--- config.mk ---
export PLATFORM = sky130hd
export DESIGN_NAME = gray_bin_codec_pipe_flat
export DESIGN_NICKNAME = d
export VERILOG_FILES = /design/src/rtl/gray_bin_codec_pipe_if.sv /design/src/rtl/gray_bin_codec_pipe.sv /design/src/flat_wrapper.sv
export SDC_FILE = /design/constraint.sdc
export NUM_CORES = 1
export LEC_CHECK = 0
export CORE_UTILIZATION = 45
export DETAILED_ROUTE_END_ITERATION = 10
export GPL_ROUTABILITY_DRIVEN = 0
export PLACE_DENSITY = 0.71
export RECOVER_POWER = 50
export SLEW_MARGIN = 40
export SYNTH_ARGS = -nofsm -noshare
export SYNTH_HDL_FRONTEND = slang
export SYNTH_SLANG_ARGS = --single-unit
--- constraint.sdc ---
create_clock -name clk -period 4.7 [get_ports clk]
set_input_delay 0.47 -clock clk [delete_from_list [all_inputs] [get_ports clk]]
set_output_delay 0.47 -clock clk [all_outputs]
set_load 0.02 [all_outputs]
--- src/rtl/gray_bin_codec_pipe_if.sv ---
// Word stream into and out of the Gray/binary codec pipe.
// slave is the codec side, master is the producer/consumer side.
interface gray_bin_codec_pipe_if #(
   parameter int WIDTH = 4
);
   logic             in_valid;
   logic             in_ready;
   logic [WIDTH-1:0] in_data;
   logic             in_mode;
   logic             out_valid;
   logic             out_ready;
   logic [WIDTH-1:0] out_data;
   logic             out_mode;
   logic             out_step_err;
   logic [15:0]      err_count;

   modport slave (
      input  in_valid, in_data, in_mode, out_ready,
      output in_ready, out_valid, out_data, out_mode,
      output out_step_err, err_count
   );

   modport master (
      output in_valid, in_data, in_mode, out_ready,
      input  in_ready, out_valid, out_data, out_mode,
      input  out_step_err, err_count
   );
endinterface

--- src/rtl/gray_bin_codec_pipe.sv ---
// Registered Gray<->binary converter with skid buffer
// and a single-bit-step checker on the Gray input stream.
module gray_bin_codec_pipe #(
   parameter int WIDTH    = 4,
   parameter bit CHECK_EN = 1'b1
) (
   input logic clk,
   input logic rst,
   gray_bin_codec_pipe_if.slave bus
);
   localparam logic [WIDTH-1:0] ONE = {{(WIDTH-1){1'b0}}, 1'b1};

   logic             main_valid;
   logic [WIDTH-1:0] main_data;
   logic             main_mode;
   logic             main_err;
   logic             skid_valid;
   logic [WIDTH-1:0] skid_data;
   logic             skid_mode;
   logic             skid_err;
   logic             prev_valid;
   logic [WIDTH-1:0] prev_gray;
   logic [15:0]      err_count;

   logic [WIDTH-1:0] conv_data;
   logic [WIDTH-1:0] diff;
   logic             one_hot;
   logic             step_err;
   logic             in_ready;
   logic             acc;
   logic             drain;
   logic             load_main;
   logic             load_skid;
   logic             skid_move;

   function automatic logic [WIDTH-1:0] gray2bin(
      input logic [WIDTH-1:0] g
   );
      logic [WIDTH-1:0] b;
      b[WIDTH-1] = g[WIDTH-1];
      for (int i = WIDTH - 2; i >= 0; i--) begin
         b[i] = b[i+1] ^ g[i];
      end
      return b;
   endfunction

   always_comb begin
      conv_data = '0;
      if (bus.in_mode) begin
         conv_data = bus.in_data ^ (bus.in_data >> 1);
      end else begin
         conv_data = gray2bin(bus.in_data);
      end
   end

   // a legal Gray step has exactly one differing bit
   assign diff     = bus.in_data ^ prev_gray;
   assign one_hot  = (diff != '0) && ((diff & (diff - ONE)) == '0);
   assign step_err = CHECK_EN && !bus.in_mode && prev_valid && !one_hot;

   assign in_ready  = !skid_valid && !rst;
   assign acc       = bus.in_valid && in_ready;
   assign drain     = main_valid && bus.out_ready;
   assign skid_move = skid_valid && (drain || !main_valid);
   assign load_main = acc && (!main_valid || drain) && !skid_valid;
   assign load_skid = acc && !load_main;

   always_ff @(posedge clk or posedge rst) begin
      if (rst) begin
         main_valid <= 1'b0;
         main_data  <= '0;
         main_mode  <= 1'b0;
         main_err   <= 1'b0;
      end else if (skid_move) begin
         main_valid <= 1'b1;
         main_data  <= skid_data;
         main_mode  <= skid_mode;
         main_err   <= skid_err;
      end else if (load_main) begin
         main_valid <= 1'b1;
         main_data  <= conv_data;
         main_mode  <= bus.in_mode;
         main_err   <= step_err;
      end else if (drain) begin
         main_valid <= 1'b0;
      end
   end

   always_ff @(posedge clk or posedge rst) begin
      if (rst) begin
         skid_valid <= 1'b0;
         skid_data  <= '0;
         skid_mode  <= 1'b0;
         skid_err   <= 1'b0;
      end else if (load_skid) begin
         skid_valid <= 1'b1;
         skid_data  <= conv_data;
         skid_mode  <= bus.in_mode;
         skid_err   <= step_err;
      end else if (skid_move) begin
         skid_valid <= 1'b0;
      end
   end

   always_ff @(posedge clk or posedge rst) begin
      if (rst) begin
         prev_valid <= 1'b0;
         prev_gray  <= '0;
         err_count  <= '0;
      end else if (acc) begin
         prev_valid <= !bus.in_mode;
         if (!bus.in_mode) begin
            prev_gray <= bus.in_data;
         end
         if (step_err && (err_count != 16'hFFFF)) begin
            err_count <= err_count + 16'd1;
         end
      end
   end

   assign bus.in_ready     = in_ready;
   assign bus.out_valid    = main_valid;
   assign bus.out_data     = main_data;
   assign bus.out_mode     = main_mode;
   assign bus.out_step_err = main_err;
   assign bus.err_count    = err_count;
endmodule

--- src/flat_wrapper.sv ---
// flat-port wrapper written by rule: the top's interface ports become plain ports
module gray_bin_codec_pipe_flat 
#(
   parameter int WIDTH    = 4,
   parameter bit CHECK_EN = 1'b1
)
  (clk, rst, bus_in_valid, bus_in_data, bus_in_mode, bus_out_ready, bus_in_ready, bus_out_valid, bus_out_data, bus_out_mode, bus_out_step_err, bus_err_count);
  gray_bin_codec_pipe_if #(.WIDTH(WIDTH)) bus_i ();
  input logic clk;
  input logic rst;
  input wire logic [$bits(bus_i.in_valid)-1:0] bus_in_valid;
  input wire logic [$bits(bus_i.in_data)-1:0] bus_in_data;
  input wire logic [$bits(bus_i.in_mode)-1:0] bus_in_mode;
  input wire logic [$bits(bus_i.out_ready)-1:0] bus_out_ready;
  output wire logic [$bits(bus_i.in_ready)-1:0] bus_in_ready;
  output wire logic [$bits(bus_i.out_valid)-1:0] bus_out_valid;
  output wire logic [$bits(bus_i.out_data)-1:0] bus_out_data;
  output wire logic [$bits(bus_i.out_mode)-1:0] bus_out_mode;
  output wire logic [$bits(bus_i.out_step_err)-1:0] bus_out_step_err;
  output wire logic [$bits(bus_i.err_count)-1:0] bus_err_count;
  assign bus_i.in_valid = bus_in_valid;
  assign bus_i.in_data = bus_in_data;
  assign bus_i.in_mode = bus_in_mode;
  assign bus_i.out_ready = bus_out_ready;
  assign bus_in_ready = bus_i.in_ready;
  assign bus_out_valid = bus_i.out_valid;
  assign bus_out_data = bus_i.out_data;
  assign bus_out_mode = bus_i.out_mode;
  assign bus_out_step_err = bus_i.out_step_err;
  assign bus_err_count = bus_i.err_count;
  gray_bin_codec_pipe #(.WIDTH(WIDTH), .CHECK_EN(CHECK_EN)) u_core (.clk(clk), .rst(rst), .bus(bus_i));
endmodule
Word level (Yosys, flattened, before mapping). Index checks and enable logic that the tools add are counted.

Memories: 0. Input bits: 9. Word-level logic and storage cells: 58. Latch bits: 0. ROM bits: 0. Bits in registers: 35. Output and inout port bits: 24. Bits in writable memories: 0.

Add/sub/neg operators: 2. Bitwise logic cells: 7. Multipliers: 0. Div/mod/pow operators: 0. Muxes and demuxes: 12. Reductions and logical operators: 25. Shift-type cells: 0. Magnitude comparators: 0. Equal/unequal tests: 1.

Operators by type and width (number): $add 16x1->16 const B (1); $ne 16x16->1 const B (1); $mux 4 (3); $logic_and 1x1->1 (11); $mux 1 (9); $logic_not 1->1 (6); $and 4x4->4 (1); $logic_not 4->1 (1); $reduce_and 2->1 (2); $reduce_bool 2->1 (2); $reduce_bool 4->1 (1); $sub 4x1->4 const B (1); $xor 4x3->4 (1); $xor 4x4->4 (1); $reduce_bool 3->1 (1); $xor 1x1->1 (3); $logic_or 1x1->1 (1); $not 1->1 (1).

Logic depth before layout (Yosys ltp).
Depth after elaboration: 9. Gate-level depth with buffers: 8. Mapped depth without buffers: 6.

Least setup slack after synthesis. Ideal clock, no wire load.

Path type: reg-to-reg. From: reg u_core.err_count[0], in the netlist u_core.bus.err_count[0]. To: reg u_core.err_count[3], in the netlist u_core.bus.err_count[3]. Arrival: 1.986 ns. Clock period less this slack: 2.116 ns. Setup time: 0.130 ns. Path slack: 2.584 ns. Required time: 4.570 ns. Buffers on the path: 2. Stages on the path, launching flop included: 9. Path through: dfrtp_1 -> ha_1 -> and3_1 -> buf_2 -> a41o_1 -> nor3_4 -> buf_6 -> nand4_4 -> xnor2_2.

Cells in the longest elaborated chain, start to end: 3. Elaborated cells between the ends (all ways): 4. Classes of those cells: add/sub: 1; eq/ne: 1; reduce/logical: 2.

Ends and longest elaborated chain: from (decl) (RTL line gray_bin_codec_pipe.sv:23) `logic [15:0] err_count;`; from (signal assigned) (RTL line gray_bin_codec_pipe.sv:116) `err_count <= err_count + 16'd1;`; parallel branches: the longest is 3 deep, another holds $add 16x1->16.

Several ways; the timed one is not identified. A chain may end at the register's enable or synchronous reset.

Final worst setup path.
From: in bus_in_data[3]. To: reg u_core.err_count[9], in the netlist u_core.bus.err_count[9].

Cells in the longest elaborated chain, start to end: 9. Elaborated cells between the ends (all ways): 10. Classes of those cells: add/sub: 1; bitwise: 2; reduce/logical: 7.

Ends and longest elaborated chain: from (decl) (RTL line flat_wrapper.sv:12) `input wire logic [$bits(bus_i.in_data)-1:0] bus_in_data;`; $xor 4x4->4 * (RTL line gray_bin_codec_pipe.sv:57) `assign diff = bus.in_data ^ prev_gray;`; $sub 4x1->4 (RTL line gray_bin_codec_pipe.sv:58) `assign one_hot = (diff != '0) && ((diff & (diff - ONE)) == '0);`; $and 4x4->4 (RTL line gray_bin_codec_pipe.sv:58); $logic_not 4->1 (RTL line gray_bin_codec_pipe.sv:58); $logic_and 1x1->1 * (RTL line gray_bin_codec_pipe.sv:58); $logic_not 1->1 * (RTL line gray_bin_codec_pipe.sv:59) `assign step_err = CHECK_EN && !bus.in_mode && prev_valid && !one_hot;`; $logic_and 1x1->1 * (RTL line gray_bin_codec_pipe.sv:59); $logic_and 1x1->1 * (RTL line gray_bin_codec_pipe.sv:115) `if (step_err && (err_count != 16'hFFFF)) begin`; $reduce_and 2->1 (no source line) *.

Every way passes the cells marked *; elsewhere a longest branch is shown, timed or not.

==> run metrics <==
count of port buffers added during placement 32; failing checks capacitance limit, slew limit; commonest cells in the netlist 35 x dfrtp_1, 19 x xnor2_1, 15 x nand2_1; worst path cell trace dlygate4sd3_1, xnor2_2, xnor2_1, and3_1, nor3_4, nand4_1, xnor2_1; post-synthesis register bit count 35; CTS Buffer Depth 2; ANT nets after route 0; Worst-Margin Slew 1885 ps; Finished Core Util 58.65%; DR DRC count 0; clk sinks 35; most frequent cell after synthesis dfrtp_1; Post-synth EDFFs 0; row count 22; H-tree level count 2; maximum clock frequency 381.2 MHz; VDD IR max between 0.2 and 0.25 mV; router iterations before antenna repair 4; number of nets in the layout between 150 and 200; Starting Density 47.18%; Synth area leader dfrtp_1; grt total ovfl 0; Final Hold Violating Endpoints 0; DP Cell Count between 200 and 250; Post-Synth Simple-Gate Area 17.90%; Primary FF master, synth dfrtp_1; final wirelength 3157 µm; cts hold-fix bufs 0; Pleak 0.9566 nW; worst skew pair latency around 280 ps; hold wc startpoint u_core.bus.out_mode; CP Launch Point bus_in_data[3]; R2R Setup Slk 2270 ps; largest cells by area after synthesis dfrtp_1 50%, xnor2_1 9.6%, nand3_2 3.5%; Total Die Area about 4000 µm²; worst hold margin 481.5 ps; XOR/XNOR Fraction of Synth Area around 14%; non-filler instance count after layout 235; setup_tns 0 ps; Worst slew margin -25.69%; post-synthesis adder-cell area fraction 0.7189%; largest family of logic cells by synthesized area simple AND/OR/NAND/NOR gates; slowest CP cell nor3_4; max incr delay on CP 670 ps; FF-to-FF path depth 6; Mapped Area between 1500 and 2000 µm²; status finished with violations; first-pass GRT wire length between 5000 and 6000 µm; count of final setup violators 0; Reg2Reg Capture Point u_core.bus.err_count[9]; core area 3689 µm²; Async SR Flop Fraction 100.0%; power per cell area 371.1 nW/µm²; Critical Path AT around 2800 ps; Post-Syn Instances 153; Setup crit start kind input pin; drt via density 5.077; CP endpoint kind flip-flop; total power draw 0.0008027 W; WHS Endpoint u_core.bus.out_mode; Die Span Y 64.19 µm; DPL Wire Length approximately 2300 µm; Crit Path Category in2reg; initial antenna violation count 0; FF-to-FF Start u_core.bus.err_count[0]; Final min period about 2600 ps; Setup Buffers After CTS 0; Synth Area in Compound Gates 6.830%; post-CTS sizing 0; period utilization 55.82%; Ant. Diodes 0; largest net degree at the start of global routing 36; Total Routing Usage GR 17.87%; Worst-path clk slew 70 ps; fill cell count 337; WL per Instance approximately 13 µm; via count 1193; post-synthesis sequential area ratio 50.32%; post-synth cell types 32; die width 64.19 µm; most used cell along the critical path xnor2_1; syn nets around 160; mux cell area share after synthesis 6.254%; share of the synthesized area in the top cell type 50.32%; initial DRC count 55; HP Class reg2reg; CTS tree done; WP data required 4880 ps; Worst Skew 9.817 ps; vias in the first global route 1163; Mean Syn Cell Area 11.38 µm²; synthesis-to-finish area growth 24.30%; synth warn 0; TritonCTS Buffers 5; worst-path fanout max 16; I/O pins 33; Max Cap Viol 1; RSZ-0062 raised after global routing false; cell chosen for the clock root clkbuf_8; hold path cells 2; Slew Limit Fails 36; layout cells sized above 1 12.83%
[layout by cell type (no fill, tap or decap), types with 5 or more instances in the layout]
cell and instances:
dfrtp_1 35, clkdlybuf4s50_1 25, xnor2_1 19, nand2_1 15, o21ai_0 11, nor2_1 7
dlygate4sd3_1 7, xor2_1 6, and3_1 6, nand4_1 6, nand3_2 6, inv_1 5
mux2_2 5, clkbuf_8 5
[where the power goes]
part | internal, W | switching (W) | total (W)
registers | 0.000350 | 0.0000449 | 0.000395
logic | 0.0000992 | 0.000104 | 0.000203
clock network | 0.000104 | 0.000101 | 0.000204
[routing by layer]
| layer | global-route usage [%] | vias up | part of all wire (%) |
|---|---|---|---|
| met3 | 5.893 | 7 | 4.0 |
| li1 | - | 585 | - |
| met5 | 0 | - | 0 |
| met4 | 6.667 | 0 | 1.5 |
| met1 | 24.74 | 578 | 48 |
| met2 | 25.93 | 23 | 46 |
[registers in the layout, indices dropped and copies added, names as in the netlist]
signal,count
u_core.skid_data,4
u_core.skid_valid,1
u_core.skid_err,1
u_core.skid_mode,1
u_core.bus.err_count,16
u_core.prev_valid,1
u_core.prev_gray,4
u_core.bus.out_data,4
u_core.bus.out_valid,1
u_core.bus.out_step_err,1
u_core.bus.out_mode,1
[kinds of logic (layout without fill, tap and decap cells)]
family / Yosys count / count (layout)
flops: 35 / 35
buf+inv: 12 / 46
compound gates: 19 / 19
mux: 10 / 10
fa+ha+maj: 1 / 1
xor+xnor: 27 / 27
simple gates: 49 / 49
[critical path, delay by kind of cell]
kind | cells | cell delay, ps
xor gates and xnor gates | 3 | 590
and+or+nand+nor | 3 | 1100
buffers and inverters | 1 | 650
[area by class of cell]
class / count / area, µm² / area share (%)
Tap cell: 48 / 60.06 / 2.776
Clock inverter: 1 / 5.005 / 0.2313
Multi-Input combinational cell: 106 / 803.3 / 37.13
Sequential cell: 35 / 875.8 / 40.49
Timing Repair Buffer: 33 / 324.1 / 14.98
Clock buffer: 7 / 76.32 / 3.528
Inverter: 5 / 18.77 / 0.8676
[worst max-delay path by stage]
stage / endpoint / slack [ps] / cells after the start
after CTS: u_core.bus.err_count[9] / 2140 / 7
after detailed placement: u_core.bus.err_count[9] / 1870 / 7
after floorplan: u_core.bus.err_count[3] / 2580 / 8
after global routing: u_core.bus.err_count[9] / 1900 / 7
after global placement: u_core.bus.err_count[1] / 1960 / 6
final: u_core.bus.err_count[9] / 2080 / 7
[through the flow]
step | cell area, µm² | setup slack, ps
global route | 2163 | 1904
finish | 2163 | 2077
detailed placement | 2086 | 1866
floorplan | 1740 | 2584
CTS | 2167 | 2139
global placement | 2086 | 1955
(Power assumes the default switching activity.)
